===== src/rtl/airlock_pkg.sv =====
// Shared airlock definitions: pump sequencer state encoding and default chamber constants.
// Also consumed by the door controllers, so keep encodings stable.
package airlock_pkg;

    typedef enum logic [1:0] {
        IDLE  = 2'b00,
        PRESS = 2'b01,
        EVAC  = 2'b10,
        FAULT = 2'b11
    } airlock_state_t;

    localparam int LEVEL_MAX_DEF   = 15;
    localparam int STEP_CYCLES_DEF = 8;

endpackage


===== src/rtl/pump_step_timer.sv =====
// Pump step pacing counter: counts enabled cycles, ticks for one cycle on the last count of a step.
// Tick is combinational from the count and enable; the counter freezes while enable is low.
module pump_step_timer
    import airlock_pkg::*;
#(
    parameter int STEP_CYCLES = STEP_CYCLES_DEF,
    parameter int STEP_W      = 3
) (
    input  logic clk,
    input  logic clear,
    input  logic enable,
    output logic stepTick
);

    localparam logic [STEP_W-1:0] LAST = STEP_W'(STEP_CYCLES - 1);

    logic [STEP_W-1:0] stepCnt;

    assign stepTick = enable && (stepCnt == LAST);

    always_ff @(posedge clk) begin
        if (clear) begin
            stepCnt <= '0;
        end else if (enable) begin
            stepCnt <= stepTick ? '0 : stepCnt + STEP_W'(1);
        end
    end

endmodule


===== src/rtl/airlock_pressure_ctrl.sv =====
// Airlock chamber pump sequencer with door interlocks and a latched fault.
// Outputs decode from registered state/level only; one level step every STEP_CYCLES pumping cycles.
module airlock_pressure_ctrl
    import airlock_pkg::*;
#(
    parameter int LEVEL_W     = 4,
    parameter int LEVEL_MAX   = LEVEL_MAX_DEF,
    parameter int STEP_CYCLES = STEP_CYCLES_DEF,
    parameter int STEP_W      = 3
) (
    input  logic               clk,
    input  logic               rst,
    input  logic               pressurizeReq,
    input  logic               evacuateReq,
    input  logic               innerDoor,
    input  logic               outerDoor,
    input  logic               clearFault,
    output logic               pressurized,
    output logic               evacuated,
    output logic               pumping,
    output logic               fault,
    output logic [LEVEL_W-1:0] level
);

    localparam logic [LEVEL_W-1:0] LVL_MAX = LEVEL_W'(LEVEL_MAX);
    localparam logic [LEVEL_W-1:0] LVL_ONE = LEVEL_W'(1);

    airlock_state_t     state, state_nxt;
    logic [LEVEL_W-1:0] level_q, level_nxt;
    logic               step_en;
    logic               step_tick;
    logic               step_clr;

    // The step counter only runs while a pump is actually moving; a door trip freezes it.
    assign step_en  = ((state == PRESS) && !outerDoor) || ((state == EVAC) && !innerDoor);
    assign step_clr = rst || !((state == PRESS) || (state == EVAC));

    pump_step_timer #(
        .STEP_CYCLES (STEP_CYCLES),
        .STEP_W      (STEP_W)
    ) u_step_timer (
        .clk      (clk),
        .clear    (step_clr),
        .enable   (step_en),
        .stepTick (step_tick)
    );

    always_comb begin
        state_nxt = state;
        level_nxt = level_q;
        unique case (state)
            IDLE: begin
                if (pressurizeReq && evacuateReq) begin
                    state_nxt = IDLE;
                end else if (pressurizeReq && outerDoor) begin
                    state_nxt = FAULT;
                end else if (evacuateReq && innerDoor) begin
                    state_nxt = FAULT;
                end else if (pressurizeReq && (level_q < LVL_MAX)) begin
                    state_nxt = PRESS;
                end else if (evacuateReq && (level_q != '0)) begin
                    state_nxt = EVAC;
                end
            end
            PRESS: begin
                if (outerDoor) begin
                    state_nxt = FAULT;
                end else if (step_tick) begin
                    level_nxt = level_q + LVL_ONE;
                    if (level_q == LVL_MAX - LVL_ONE) state_nxt = IDLE;
                end
            end
            EVAC: begin
                if (innerDoor) begin
                    state_nxt = FAULT;
                end else if (step_tick) begin
                    level_nxt = level_q - LVL_ONE;
                    if (level_q == LVL_ONE) state_nxt = IDLE;
                end
            end
            FAULT: begin
                if (clearFault && !innerDoor && !outerDoor) state_nxt = IDLE;
            end
            default: state_nxt = IDLE;
        endcase
    end

    always_ff @(posedge clk) begin
        if (rst) begin
            state   <= IDLE;
            level_q <= LVL_MAX;
        end else begin
            state   <= state_nxt;
            level_q <= level_nxt;
        end
    end

    assign pressurized = (state == IDLE) && (level_q == LVL_MAX);
    assign evacuated   = (state == IDLE) && (level_q == '0);
    assign pumping     = (state == PRESS) || (state == EVAC);
    assign fault       = (state == FAULT);
    assign level       = level_q;

endmodule


===== config.mk =====
export PLATFORM = sky130hd
export DESIGN_NAME = airlock_pressure_ctrl
export DESIGN_NICKNAME = d
export VERILOG_FILES = /design/src/rtl/airlock_pkg.sv /design/src/rtl/pump_step_timer.sv /design/src/rtl/airlock_pressure_ctrl.sv
export SDC_FILE = /design/constraint.sdc
export NUM_CORES = 1
export LEC_CHECK = 0
export CAP_MARGIN = 20
export CORE_UTILIZATION = 53
export DETAILED_ROUTE_END_ITERATION = 7
export GPL_TIMING_DRIVEN = 1
export PLACE_DENSITY = 0.84
export SLEW_MARGIN = 30
export SYNTH_ARGS = -nofsm -noshare
export SYNTH_HDL_FRONTEND = slang
export SYNTH_SLANG_ARGS = --single-unit

===== constraint.sdc =====
create_clock -name clk -period 3.5 [get_ports clk]
set_input_delay 0.525 -clock clk [delete_from_list [all_inputs] [get_ports clk]]
set_output_delay 0.525 -clock clk [all_outputs]
set_load 0.02 [all_outputs]

==> reports/results.tsv, run 1 <==
metric	value	unit
synth.area.top_cells	dfxtp_1, ha_1, nand2_1	
initial_utilization	61.2	%
r2r_end	level[3]	
relSlewSlack	71.9	%
worst_pin_slew	0.417	ns
startpoint_type	register	
final_antenna_net_count	0	
drive_above_1_share	9.09	%
power.density	518	nW/um^2
finalSetupViolCount	0	
rows	12	
worstHoldStart	u_step_timer.stepCnt[2]	
grt_first_pass_wirelength	2820	microns
ctsHoldBuffers	0	
io_buffers	14	
syn-num-nets	101	
netlist_area	726	sq um
crit_arrival	1.86	ns
die-height	39.0	microns
leakage	0.000386	uW
final_nets	118	
synth_seq_cells	9	
cts_tree	yes	
yosysWarnings	0	
htree_num_levels	1	
layout_commonest_cell	clkdlybuf4s50_1	
cts-root-buf	clkbuf_4	
grt_pass1_vias	663	
fmax	419	MHz
die-area	1520	sq um
grt_max_degree	12	
syn_to_final_growth	23.1	%
grtUsageTotal	27.2	%
wl_per_cell	14.3	microns
final_area	893	sq um
met3RoutedLength	59	microns
dp_hpwl	1260	microns
drcViolationCount	0	
cp_max_fo	6	
vias	663	
crit_type	reg -> out	
clock_latency	0.27	ns
yosys.area.top_type_share	24.8	%
finalNonFillerCells	113	
fin_crit	2.39	ns
reg2reg_from	state[0]	
synth_area_per_cell	8.74	sq um
final.setup.tns	0	ns
clock_skew	0.00125	ns
yosysUniqueCellTypes	31	
maxSlewViolCount	0	
top_layer	met4	
path_clk_slew	0.07	ns
via_per_inst	5.87	
dr_wl_met2	779	microns
drt_first_pass_iters	4	
drt-initial-drc-count	11	
hp-class	reg -> reg	
endpoint_kind	primary output	
cts_buffers	3	
cts_buffer_depth	2	
synth_top_area_cell	dfxtp_1	
cts_resized	0	
reg2reg_slack	1.67	ns
core	1190	sq um
placedCellCount	109	
required	2.97	ns
rsz0062_at_grt	false	
met1_length	759	microns
n_antenna_cell	0	
fp.dieW	39.0	microns
max-cap-violations	0	
hold_end	u_step_timer.stepCnt[2]	
hold_viol	0	
gp_congestion	0.788	
clock-sinks	9	
r2r_cells	6	
place_area	867	sq um
peakVddDrop	528	uV
fin_crit_sh	68.2	%
ioPinCount	15	
postCtsSetupBuffers	0	
seq_area_frac_synth	24.8	%
finalWirelength	1620	microns
min_delay_path_depth	2	
syn_inst	83	
final_cell_mix	clkdlybuf4s50_1, ha_1, nand2_1	
antenna_found_initial	0	
outcome	completed	
fillers	89	
grt_overflow	0	
## final cells by class
class,count,area (sq um),share of cell area (%)
sequential,9,180,20.2
clock buffer,4,26.3,2.94
timing repair buffer,14,140,15.7
tap,14,17.5,1.96
inverter,8,30.0,3.36
multi-input combinational,64,499,55.9
## state kept, by name (all words and copies together), names as in the netlist
| signal | count |
|---|---|
| level | 4 |
| u_step_timer.stepCnt | 3 |
| state | 2 |
## critical path, stage by stage, from the launching register on
cell and delay (ns):
dfxtp_1 0.37, inv_1 0.13, ha_1 0.18, inv_1 0.06, nor4_1 0.19, clkdlybuf4s50_1 0.66
## cell usage after synthesis (all sizes together)
master and count:
nor3b 1, nand3b 3, a41oi 1, o21ai 2, a221oi 1, o41ai 1, or2b 1, ha 11
xor2 1, a31o 1, nand2 10, nor3 1, or4b 1, and4bb 1, a31oi 1, nor4 1
o211ai 2, xnor2 3, a211oi 2, nand4b 2, inv 8, nand2b 2, nand3 4, dfxtp 9
o22ai 1, a22o 1, nor2 3, mux2i 3, a21oi 3, buf 2
## cells by family (layout without fill, tap and decap cells)
group / Yosys count / in the layout / share of synthesized area (%)
muxes: 3 / 3 / 4.14
xor gates and xnor gates: 4 / 4 / 4.83
AOI/OAI and AO/OA: 16 / 16 / 16.9
and+or+nand+nor: 30 / 30 / 24.0
DFF: 9 / 9 / 24.8
buffers and inverters: 10 / 26 / 6.38
adders and majority gates: 11 / 11 / 19.0
## worst max path at each step
stage / from / slack (ns) / end / cells after the start
2_1_floorplan: level[0] / 1.62 / evacuated / 4
3_3_place_gp: state[0] / 1.46 / evacuated / 5
3_5_place_dp: state[0] / 1.41 / evacuated / 5
4_1_cts: level[1] / 1.10 / evacuated / 5
5_1_grt: state[0] / 0.99 / evacuated / 5
6_report: level[1] / 1.11 / evacuated / 5
## report_power, final
group | switching [uW] | internal (uW) | total [uW]
sequential | 12.7 | 115 | 128
combinational | 138 | 112 | 249
clock | 41.6 | 44.1 | 85.7
total | 192 | 271 | 463
## through the flow
step | setup WS (ns) | util (%) | hold slack (ns) | power [uW]
2_1_floorplan | 1.62 | - | 0.447 | 300
3_3_place_gp | 1.46 | 73.1 | 0.457 | 373
3_5_place_dp | 1.41 | 73.1 | 0.463 | 378
4_1_cts | 1.10 | 75.3 | 0.472 | 464
5_1_grt | 0.991 | 75.3 | 0.502 | 497
6_report | 1.11 | 75.3 | 0.475 | 463
## layer usage
| metal | GRT usage (%) | vias to the layer above |
|---|---|---|
| met3 | 6.36 | 2 |
| met4 | 11.2 | 0 |
| met2 | 46.3 | 16 |
| met5 | 0 | - |
| met1 | 32.1 | 313 |
| li1 | - | 332 |
No activity file was read; power rests on OpenSTA's default activity.
==> run 2, diff against run 1 <==
--- a/config.mk
+++ b/config.mk
@@ -6,10 +6,10 @@
 export NUM_CORES = 1
 export LEC_CHECK = 0
 export CAP_MARGIN = 20
-export CORE_UTILIZATION = 53
+export CORE_UTILIZATION = 49
 export DETAILED_ROUTE_END_ITERATION = 7
 export GPL_TIMING_DRIVEN = 1
-export PLACE_DENSITY = 0.84
+export PLACE_DENSITY = 0.79
 export SLEW_MARGIN = 30
 export SYNTH_ARGS = -nofsm -noshare
 export SYNTH_HDL_FRONTEND = slang
==> constraint.sdc (replaced) <==
create_clock -name clk -period 2.4 [get_ports clk]
set_input_delay 0.36 -clock clk [delete_from_list [all_inputs] [get_ports clk]]
set_output_delay 0.36 -clock clk [all_outputs]
set_load 0.02 [all_outputs]
==> run 2 against run 1 <==
Clock-buffer cell count stayed put. Non-clock buffer count unchanged. Cell count grew 0.88%. Global-route usage shrank 3.5 points. Via count down 1.5%. Core utilization is 8.2 points lower. Critical path depth unchanged. Wire length is 5.4% lower. Power up 45%. First-iteration DRC count is 36% higher. Flip-flop and latch count stayed put.
==> reports/results.tsv, run 2 (same netlist as run 1, synthesis figures left out) <==
metric	value	unit	change
outcome	completed		unchanged
die-area	1640	sq um	was 1520 sq um
core	1330	sq um	was 1190 sq um
drcViolationCount	0		unchanged
fin_crit	2.17	ns	
max-cap-violations	0		unchanged
via_per_inst	5.73		was 5.87
fmax	460	MHz	
whs	0.477	ns	was 0.475 ns
drive_above_1_share	9.09	%	unchanged
cpMostUsedCell	inv_1		unchanged
rows	13		was 12
crit_type	reg -> out		unchanged
cts_resized	0		unchanged
grt_first_pass_wirelength	2470	microns	was 2820 microns
crit_path_start	state[1]		was level[1]
cts_buffers	3		unchanged
ctsHoldBuffers	0		unchanged
vias	653		was 663
worstPathCellList	inv_1, ha_1, inv_1, nor4_1, clkdlybuf4s50_1		unchanged
r2r_cells	6		unchanged
endpoint_kind	primary output		unchanged
cts_buffer_depth	2		unchanged
power.density	753	nW/um^2	was 518 nW/um^2
grtUsageTotal	23.7	%	was 27.2%
grt_max_degree	12		unchanged
endpoint	evacuated		unchanged
fillers	110		was 89
hp-class	reg -> reg		unchanged
final_antenna_net_count	0		unchanged
postCtsSetupBuffers	0		unchanged
clock-sinks	9		unchanged
r2r_end	level[3]		unchanged
grt_overflow	0		unchanged
final_cell_mix	clkdlybuf4s50_1, ha_1, nand2_1		unchanged
io_buffers	14		unchanged
finalNonFillerCells	114		was 113
fin_crit_sh	90.6	%	
startpoint_type	register		unchanged
finalCoreUtilization	67.1	%	was 75.3%
reg2reg_slack	0.60	ns	was 1.67 ns
final.setup.tns	0	ns	unchanged
initial_utilization	54.4	%	was 61.2%
n_antenna_cell	0		unchanged
maxSlewViolCount	0		unchanged
wl_per_cell	13.4	microns	was 14.3 microns
drt_first_pass_iters	4		unchanged
peakVddDrop	482	uV	was 528 uV
ioPinCount	15		unchanged
slowest_delay	0.64	ns	was 0.66 ns
placedCellCount	110		was 109
drt-initial-drc-count	15		was 11
grt_pass1_vias	533		was 663
fp.dieW	40.5	microns	was 39.0 microns
path_clk_slew	0.06	ns	was 0.07 ns
die-height	40.5	microns	was 39.0 microns
cp_max_fo	4		was 6
largest_reg_flops	4		unchanged
leakage	0.000386	uW	unchanged
syn_to_final_growth	23.3	%	was 23.1%
clock_latency	0.27	ns	about the same
htree_num_levels	1		unchanged
crit_arrival	1.81	ns	was 1.86 ns
reg2reg_from	state[0]		unchanged
final_nets	118		unchanged
required	2.04	ns	was 2.97 ns
final_area	895	sq um	was 893 sq um
clock_skew	0.00670	ns	was 0.00125 ns
finalWirelength	1530	microns	was 1620 microns
hold_viol	0		unchanged
cpMaxStageDelayCell	clkdlybuf4s50_1		unchanged
place_area	868	sq um	was 867 sq um
antenna_found_initial	0		unchanged
dp_hpwl	1160	microns	was 1260 microns
layout_commonest_cell	clkdlybuf4s50_1		unchanged
rsz0062_at_grt	false		unchanged
cts-root-buf	clkbuf_4		unchanged
worst_pin_slew	0.472	ns	was 0.417 ns
relSlewSlack	68.2	%	was 71.9%
cts_tree	yes		unchanged
finalSetupViolCount	0		unchanged
gp_congestion	0.828		was 0.788
-- run 2: cell counts in the layout (fill, tap and decap cells not counted) --
Identical to the previous run, type by type.
-- run 2: worst max-delay path, delay by kind of cell (launching register included) --
family	cells	cell delay, ns
flops	1	0.35
simple gates	1	0.23
buf+inv	3	0.82
fa+ha+maj	1	0.15
-- run 2: worst min path at each step --
stage | end | start | slack (ns) | depth (start not counted)
floorplan | u_step_timer.stepCnt[1] | u_step_timer.stepCnt[1] | 0.45 | 2
global placement | u_step_timer.stepCnt[1] | u_step_timer.stepCnt[1] | 0.46 | 2
detailed placement | u_step_timer.stepCnt[2] | u_step_timer.stepCnt[2] | 0.47 | 2
CTS | u_step_timer.stepCnt[2] | u_step_timer.stepCnt[2] | 0.48 | 2
global route | u_step_timer.stepCnt[2] | u_step_timer.stepCnt[2] | 0.50 | 2
finish | u_step_timer.stepCnt[1] | u_step_timer.stepCnt[1] | 0.48 | 2
-- run 2: stage by stage --
stage	setup slack, ns	total power [uW]
after global routing	0.118	727
after detailed placement	0.531	548
after floorplan	0.686	438
after global placement	0.559	543
final	0.227	674
after CTS	0.228	679
-- run 2: final cells by class --
| type | count | area, sq um | area share (%) |
|---|---|---|---|
| multi-input cells | 64 | 499 | 55.8 |
| repair buffers | 14 | 140 | 15.7 |
| inverters | 8 | 30.0 | 3.36 |
| clock buffers | 4 | 26.3 | 2.94 |
| well taps | 15 | 18.8 | 2.10 |
| flip-flops and latches | 9 | 180 | 20.1 |
-- run 2: where the power goes --
part / switching (uW) / internal, uW
sequential: 19.5 / 168
combinational: 200 / 163
clock: 58.9 / 64.3
total: 278 / 395
-- run 2: per-layer routing --
layer | wire, microns | track usage (%)
met2 | 672 | 32.9
met1 | 754 | 31.1
met4 | 15 | 13.3
met3 | 88 | 8.33
met5 | 0 | 0
